===== src/rtl/button_conditioner.sv =====
// Multi-channel button conditioner: synchroniser, tick-based debounce, polarity mask,
// edge pulses and long-press hold/auto-repeat per channel, sharing one prescaler tick.
module button_lane #(
  parameter int   SYNC_STAGES  = 2,
  parameter int   STABLE_TICKS = 16,
  parameter int   HOLD_TICKS   = 500,
  parameter int   REPEAT_TICKS = 100,
  parameter logic INV          = 1'b0
) (
  input  logic clk,
  input  logic resetn,
  input  logic tick,
  input  logic pin,
  output logic out,
  output logic rise,
  output logic fall,
  output logic hold,
  output logic rpt
);
  localparam int SW = (STABLE_TICKS > 1) ? $clog2(STABLE_TICKS) : 1;
  localparam int HW = (HOLD_TICKS > 1) ? $clog2(HOLD_TICKS) : 1;
  localparam int RW = (REPEAT_TICKS > 1) ? $clog2(REPEAT_TICKS) : 1;
  localparam logic [SW-1:0] S_LAST = SW'(STABLE_TICKS - 1);
  localparam logic [HW-1:0] H_LAST = HW'(HOLD_TICKS - 1);
  localparam logic [RW-1:0] R_LAST = RW'((REPEAT_TICKS > 0) ? REPEAT_TICKS - 1 : 0);

  typedef enum logic [1:0] {IDLE, PRESS, HELD} state_t;

  logic [SYNC_STAGES-1:0] sync;
  logic [SW-1:0]          scnt;
  logic [HW-1:0]          hcnt;
  logic [RW-1:0]          rcnt;
  state_t                 state;
  logic                   s, accept;

  // Sync flops reset to the inactive pin level so every channel starts released.
  always_ff @(posedge clk or negedge resetn) begin
    if (!resetn) sync <= {SYNC_STAGES{INV}};
    else         sync <= {sync[SYNC_STAGES-2:0], pin};
  end

  assign s      = sync[SYNC_STAGES-1] ^ INV;
  assign accept = (s != out) && tick && (scnt == S_LAST);

  always_ff @(posedge clk or negedge resetn) begin
    if (!resetn) begin
      scnt <= '0;
      out  <= 1'b0;
      rise <= 1'b0;
      fall <= 1'b0;
    end else begin
      rise <= accept & s;
      fall <= accept & ~s;
      if (s == out) scnt <= '0;
      else if (tick) begin
        if (scnt == S_LAST) begin
          out  <= s;
          scnt <= '0;
        end else scnt <= scnt + 1'b1;
      end
    end
  end

  // An accepted release takes priority over any hold/repeat expiry in the same clk.
  always_ff @(posedge clk or negedge resetn) begin
    if (!resetn) begin
      state <= IDLE;
      hcnt  <= '0;
      rcnt  <= '0;
      hold  <= 1'b0;
      rpt   <= 1'b0;
    end else begin
      hold <= 1'b0;
      rpt  <= 1'b0;
      if (accept && !s) begin
        state <= IDLE;
        hcnt  <= '0;
        rcnt  <= '0;
      end else begin
        case (state)
          IDLE: if (accept && s) begin
            state <= PRESS;
            hcnt  <= '0;
          end
          PRESS: if (tick) begin
            if (hcnt == H_LAST) begin
              hold  <= 1'b1;
              rpt   <= 1'b1;
              rcnt  <= '0;
              state <= HELD;
            end else hcnt <= hcnt + 1'b1;
          end
          HELD: if (REPEAT_TICKS > 0 && tick) begin
            if (rcnt == R_LAST) begin
              rpt  <= 1'b1;
              rcnt <= '0;
            end else rcnt <= rcnt + 1'b1;
          end
          default: state <= IDLE;
        endcase
      end
    end
  end
endmodule

module button_conditioner #(
  parameter int               WIDTH        = 4,
  parameter int               SYNC_STAGES  = 2,
  parameter int               TICK_DIV     = 1024,
  parameter int               STABLE_TICKS = 16,
  parameter int               HOLD_TICKS   = 500,
  parameter int               REPEAT_TICKS = 100,
  parameter logic [WIDTH-1:0] INVERT       = '0
) (
  input  logic             clk,
  input  logic             resetn,
  input  logic [WIDTH-1:0] switch_in,
  output logic [WIDTH-1:0] switch_out,
  output logic [WIDTH-1:0] switch_rise,
  output logic [WIDTH-1:0] switch_fall,
  output logic [WIDTH-1:0] switch_hold,
  output logic [WIDTH-1:0] switch_repeat
);
  localparam int PW = (TICK_DIV > 1) ? $clog2(TICK_DIV) : 1;
  localparam logic [PW-1:0] P_LAST = PW'(TICK_DIV - 1);

  logic [PW-1:0] pcnt;
  logic          tick;

  assign tick = (pcnt == P_LAST);

  always_ff @(posedge clk or negedge resetn) begin
    if (!resetn)   pcnt <= '0;
    else if (tick) pcnt <= '0;
    else           pcnt <= pcnt + 1'b1;
  end

  for (genvar i = 0; i < WIDTH; i++) begin : gen_lane
    button_lane #(
      .SYNC_STAGES (SYNC_STAGES),
      .STABLE_TICKS(STABLE_TICKS),
      .HOLD_TICKS  (HOLD_TICKS),
      .REPEAT_TICKS(REPEAT_TICKS),
      .INV         (INVERT[i])
    ) u_lane (
      .clk   (clk),
      .resetn(resetn),
      .tick  (tick),
      .pin   (switch_in[i]),
      .out   (switch_out[i]),
      .rise  (switch_rise[i]),
      .fall  (switch_fall[i]),
      .hold  (switch_hold[i]),
      .rpt   (switch_repeat[i])
    );
  end
endmodule


===== config.mk =====
export PLATFORM = sky130hd
export DESIGN_NAME = button_conditioner
export DESIGN_NICKNAME = d
export VERILOG_FILES = /design/src/rtl/button_conditioner.sv
export SDC_FILE = /design/constraint.sdc
export NUM_CORES = 1
export LEC_CHECK = 0
export BUFFER_PORTS_ARGS = -buffer_cell sky130_fd_sc_hd__buf_2
export CORE_ASPECT_RATIO = 1.1
export CORE_MARGIN = 4
export CORE_UTILIZATION = 48
export DETAILED_ROUTE_END_ITERATION = 10
export GPL_TIMING_DRIVEN = 0
export SYNTH_ARGS = -nofsm -noshare
export SYNTH_HDL_FRONTEND = slang
export SYNTH_SLANG_ARGS = --single-unit

===== constraint.sdc =====
create_clock -name clk -period 2.65 [get_ports clk]
set_clock_uncertainty 0.05 [all_clocks]
set_input_delay 0.1325 -clock clk [delete_from_list [all_inputs] [get_ports clk]]
set_output_delay 0.1325 -clock clk [all_outputs]
set_load 0.1 [all_outputs]

Yosys cells after proc, flatten, opt, wreduce, memory -nomap -nowiden:

Cells that the tools add are included.

* add/sub/neg operators: 13
* equality and inequality tests: 53
* muxes and demuxes: 109
* bitwise logic cells: 16
* reductions and logical operators: 52

Operators with widths (count)
* $mux 9: 16
* $mux 7: 20
* $pmux 9 s2: 4
* $pmux 7 s2: 4
* $mux 4: 12
* $reduce_and 4->1: 12
* $add 9x1->9 const B: 4
* $eq 9x9->1 const B: 4
* $mux 2: 16
* $ne 3x1->1 const B: 10
* $ne 3x2->1 const B: 10
* $add 7x1->7 const B: 4
* $eq 7x7->1 const B: 4
* $mux 1: 28
* $pmux 2 s3: 4
* $reduce_bool 3->1: 8
* $add 4x1->4 const B: 4
* $eq 4x4->1 const B: 4
* $logic_and 1x1->1: 16
* $reduce_and 3->1: 4
* $add 10x1->10 const B: 1
* $eq 10x10->1 const B: 1
* $mux 10: 1
* $and 1x1->1: 8
* other kinds (10): 44

* flip-flop bits (word level): 126
* bits of input ports: 6
* output and inout port bits: 20
* word-level logic and storage cells: 284

Depth between registers and ports, before layout:

* depth after elaboration: 7
* depth in mapped cells: 10
* mapped depth without buffers: 7

Hierarchy:

Synthesis repeated with hierarchy kept, for this count alone.

* cells, all modules: 685
* area total of the unflattened synthesis: 6787.8 µm²

By module, submodules not included
* button_lane (gen_lane[0].u_lane ...): instances 2, cells an instance 161, area an instance 1607.8 µm², seq. area each 725.7 µm²
* button_lane (gen_lane[1].u_lane): instances 1, cells an instance 156, area an instance 1571.5 µm², seq. area each 725.7 µm²
* button_lane (gen_lane[3].u_lane): instances 1, cells an instance 165, area an instance 1527.7 µm², seq. area each 725.7 µm²
* button_conditioner: instances 1, cells an instance 42, area an instance 473.0 µm², seq. area each 250.2 µm²

Worst setup path after synthesis:

OpenSTA, ideal clock, no wires.

* path type: flip-flop to flip-flop
* start: register pcnt[0]
* end: register gen_lane[0].u_lane.hcnt[1]
* setup time: 0.079 ns
* data arrival time: 1.963 ns
* setup slack: 0.558 ns
* stages on the path, launching flop included: 9
* path buffers: 2
* clock period less this slack: 2.092 ns
* path through: dfrtp_1 > ha_1 > and3_1 > buf_4 > nand3_2 > buf_6 > o32a_1 > nor2_4 > mux2i_1

* longest elaborated chain between the ends: 6
* elaborated cells on any way between the ends: 11
* those cells by class: eq/ne: 4; mux: 1; reduce/logical: 6

Ends and longest elaborated chain
* start: declaration: line 127 `logic [PW-1:0] pcnt;`
* start signal: assignment: line 135 `else pcnt <= pcnt + 1'b1;`
* $eq 10x10->1 *: line 130 `assign tick = (pcnt == P_LAST);`
* $logic_and 1x1->1 (2 in series): line 43 `assign accept = (s != out) && tick && (scnt == S_LAST);`
* $logic_and 1x1->1 (on tied branches): line 75, 81
* $ne 3x2->1 (no source line) (tied with other cells)
* $reduce_and 4->1 (no source line)
* end signal: assignment: line 91 `end else hcnt <= hcnt + 1'b1;`
* end: declaration: line 31 `logic [HW-1:0] hcnt;`

Mark *: on every way between the ends. The rest lies on a longest branch, timed or not.
A chain may end at the register's enable or synchronous reset.

Final worst setup path:

* start: register pcnt[0]
* end: register gen_lane[0].u_lane.scnt[3]

* longest elaborated chain between the ends: 2

Ends and longest elaborated chain
* $eq 10x10->1: line 130
* $reduce_bool 2->1 (no source line)
* end signal: assignment: line 59 `end else scnt <= scnt + 1'b1;`
* end: declaration: line 30 `logic [SW-1:0] scnt;`

Every way passes these cells.

==> impl_results.md <==
- Run status: completed
- Setup crit start kind: register
- Minimum clock period: between 2 and 2.5 ns
- Clock Root Buffer: clkbuf_16
- Most common cell in the netlist: dfrtp_1
- Detailed-route vias per instance: roughly 6
- Final worst slack: approximately 0.17 ns
- FP Rows: 47
- CTS Buf Count: 17
- Nature of the critical path endpoint: register
- Global-route wire length before repair: roughly 29000 µm
- Crit path kind: register to register
- I/O pin count: 26
- Tightest Pin Transition: 1.01 ns
- Via count: 6004
- Syn Area/Cell: between 9 and 10 µm²
- Met1 wire length: about 7700 µm
- R2R cell count: 10
- Netlist cell types: 87
- Final HPWL DP: about 12000 µm
- FF/Latch Area: roughly 0.0032 mm²
- Synth async-reset ratio: 1.00
- DRC Markers: 0
- Sinks on Clock Net: 126
- Yosys warns: 0
- Top cell type's share of synthesized area: 0.432
- Fmax: 404 MHz
- Final slew viol count: 0
- DR pass1 iterations: 5
- DIE WIDTH: 126 µm
- Die ar.: 0.0172 mm²
- Area of the multi-input gates: about 0.0038 mm²
- Hold_ws: 0.182 ns
- Pin count of the biggest net entering global routing: 76
- CTS H-Tree Depth: 4
- Pre-CTS WS: roughly 0.046 ns
- Max-cap viol count: 0
- Tot Pwr: approximately 4.4 mW
- R2r endpoint: gen_lane[0].u_lane.scnt[3]$_DFFE_PN0P_
- Crit share post-route: 0.935
- Dominant cells by area after synthesis: dfrtp_1 43%, ha_1 5.0%, nand3_1 2.9%
- Syn nets: 783
- Placed cell count: 970
- CTS tree: done
- Crit-path cells: ha_1 > and3_1 > buf_4 > nand3_2 > buf_6 > buf_2 > buf_2 > nor3_1 > a21oi_1 > nor2_1
- Post-synth top flop: dfrtp_1
- Detailed Route Iter0 Violations: 520
- Vias in the first global route: roughly 6000
- Antenna Nets Post-Route: 0
- Critical Path Fanout Max: 10
- Routability cong.: ~0.85
- Area after DPL: 0.00770 mm²
- Worst Path Required: between 2 and 3 ns
- Post-synth EDFFs: 0
- Worst min-delay path class: primary input to async pin
- Die Ht: roughly 140 µm
- Layout cells sized above 1: 0.156
- Layout area overhead: 14.8%
- WP data arrival: ~2.7 ns
- Worst-Skew Late Latency: ~0.42 ns
- Clock-pin slew on the worst setup and hold paths: ~0.06 ns
- Final Util: 0.558
- Max transition margin: 0.318
- Grt total ovfl: 0
- # nets final: 836
- Finished Cell Area: between 0.008 and 0.009 mm²
- Seq/Total Area, Yosys: 0.432
- Power per Cell Area: 522 mW/mm²
- Met3 Routed Length: approximately 550 µm
- WL/cell: roughly 16 µm
- CP max stage cell: dfrtp_1
- Fillers: about 1300
- Reg2reg setup slack: ~0.17 ns
- Met2 WL: between 8000 and 9000 µm
- Reg2reg start: pcnt[0]$_DFF_PN0_
- GRT Total Usage: 0.202
- Maximum clock insertion buffer count: 2
- Post-Route Setup TNS: 0 ns
- Maximum VDD drop: ~0.42 mV
- CP dominant cell by count: buf_2
- Initial antenna violation count: 0
- Number of diodes: 0
- FF+latch count, synth: ~130
- Synth area leader: dfrtp_1
- Leakage: around 3.7 nW
- Port Buf Inserts: 25
- Top cells by count, synth: 126 x dfrtp_1, 55 x nand2_1, 42 x nand3_1, 41 x o21ai_0, 37 x nor2_1
- Top Layer Used: met4
- CORE AREA: between 0.01 and 0.015 mm²
- Initial cell density of the core: 0.486
- Cells after Synth: roughly 750
- RSZ-0062 raised after global routing: false
- Netlist Area Pre-Place: about 0.0073 mm²
- Final wirelength: between 15000 and 20000 µm
- Final Hold Vio Count: 0
- Largest stage delay, worst path: ~0.41 ns
- Finish-stage setup viols: 0
- Finished Layout Cells: a little over 1000
==> worst max-delay path: cells and delay by family, from the launching register on <==
| kind | cells | cell delay (ns) |
|---|---|---|
| buffers and inverters | 4 | 0.98 |
| AND/OR/NAND/NOR | 4 | 0.49 |
| flip-flops | 1 | 0.41 |
| adder cells (fa/ha/maj) | 1 | 0.27 |
| AO/OA/AOI/OAI | 1 | 0.13 |
==> cells in the final DEF, fill, tap and decap left out, types with 8 or more instances in the layout <==
master / instances
nand2b_1: 12
and3_1: 31
o21a_1: 8
nor2b_1: 19
nand2_1: 55
o31ai_1: 8
nand3_1: 42
clkbuf_16: 17
a21oi_1: 29
a31oi_1: 22
nor3_1: 12
and2_1: 10
o21ai_0: 40
buf_4: 25
a22o_1: 9
dfrtp_1: 126
o22ai_1: 8
ha_1: 29
buf_2: 33
o211ai_1: 10
nor2_1: 37
a32oi_1: 8
inv_1: 34
==> timing repair <==
item	in CTS	in global routing
endpoints found under the hold margin	55	0
resized for setup	0	4
buffers inserted	0	3
endpoints found under the setup margin	0	32
hold buffers	5	0
==> power breakdown <==
part           switching, mW  total (mW)  leakage, nW  internal (mW)
Combinational         0.0470      0.0635         1.71         0.0166
Clock                  0.855        2.37        0.288           1.52
Sequential           0.00382        1.94         1.73           1.93
==> flip-flops by register name, summed over array words and instances (netlist names) <==
name / count
gen_lane.u_lane.fall: 4
gen_lane.u_lane.state: 8
gen_lane.u_lane.rcnt: 28
gen_lane.u_lane.hold: 4
gen_lane.u_lane.rise: 4
pcnt: 10
gen_lane.u_lane.scnt: 16
gen_lane.u_lane.rpt: 4
gen_lane.u_lane.hcnt: 36
gen_lane.u_lane.out: 4
gen_lane.u_lane.sync: 8
==> routing by layer <==
metal	track usage	up-vias
li1	-	2890
met2	0.343	121
met4	0.0633	0
met5	0	-
met3	0.0388	25
met1	0.265	2968
==> final cells by class <==
class | count | area share
Timing Repair Buffer | 34 | 0.0276
Tap cell | 196 | 0.0293
Clock buffer | 20 | 0.0545
Sequential cell | 126 | 0.377
Buffer | 39 | 0.0297
Inverter | 35 | 0.0157
Clock inverter | 11 | 0.0169
Multi-Input combinational cell | 548 | 0.450
==> kinds of logic after synthesis <==
group	share of synthesized area
simple gates	0.226
compound gates	0.207
flops	0.432
buf+inv	0.0520
fa+ha+maj	0.0498
xor+xnor	0.0168
mux	0.0161
==> worst max-delay path by stage <==
stage	startpoint	cells past startpoint	to	slack [ns]
detailed placement	pcnt[0]$_DFF_PN0_	9	gen_lane[1].u_lane.scnt[1]$_DFFE_PN0P_	0.05
CTS	pcnt[0]$_DFF_PN0_	9	gen_lane[1].u_lane.scnt[1]$_DFFE_PN0P_	0.03
finish	pcnt[0]$_DFF_PN0_	10	gen_lane[0].u_lane.scnt[3]$_DFFE_PN0P_	0.17
global placement	resetn	1	gen_lane[2].u_lane.rcnt[3]$_DFFE_PN0P_	-0.31
global route	pcnt[0]$_DFF_PN0_	8	gen_lane[2].u_lane.hcnt[6]$_DFFE_PN0P_	0.03
floorplan	pcnt[0]$_DFF_PN0_	8	gen_lane[0].u_lane.hcnt[1]$_DFFE_PN0P_	0.56
Note: power is estimated with default switching activity, not from simulation.
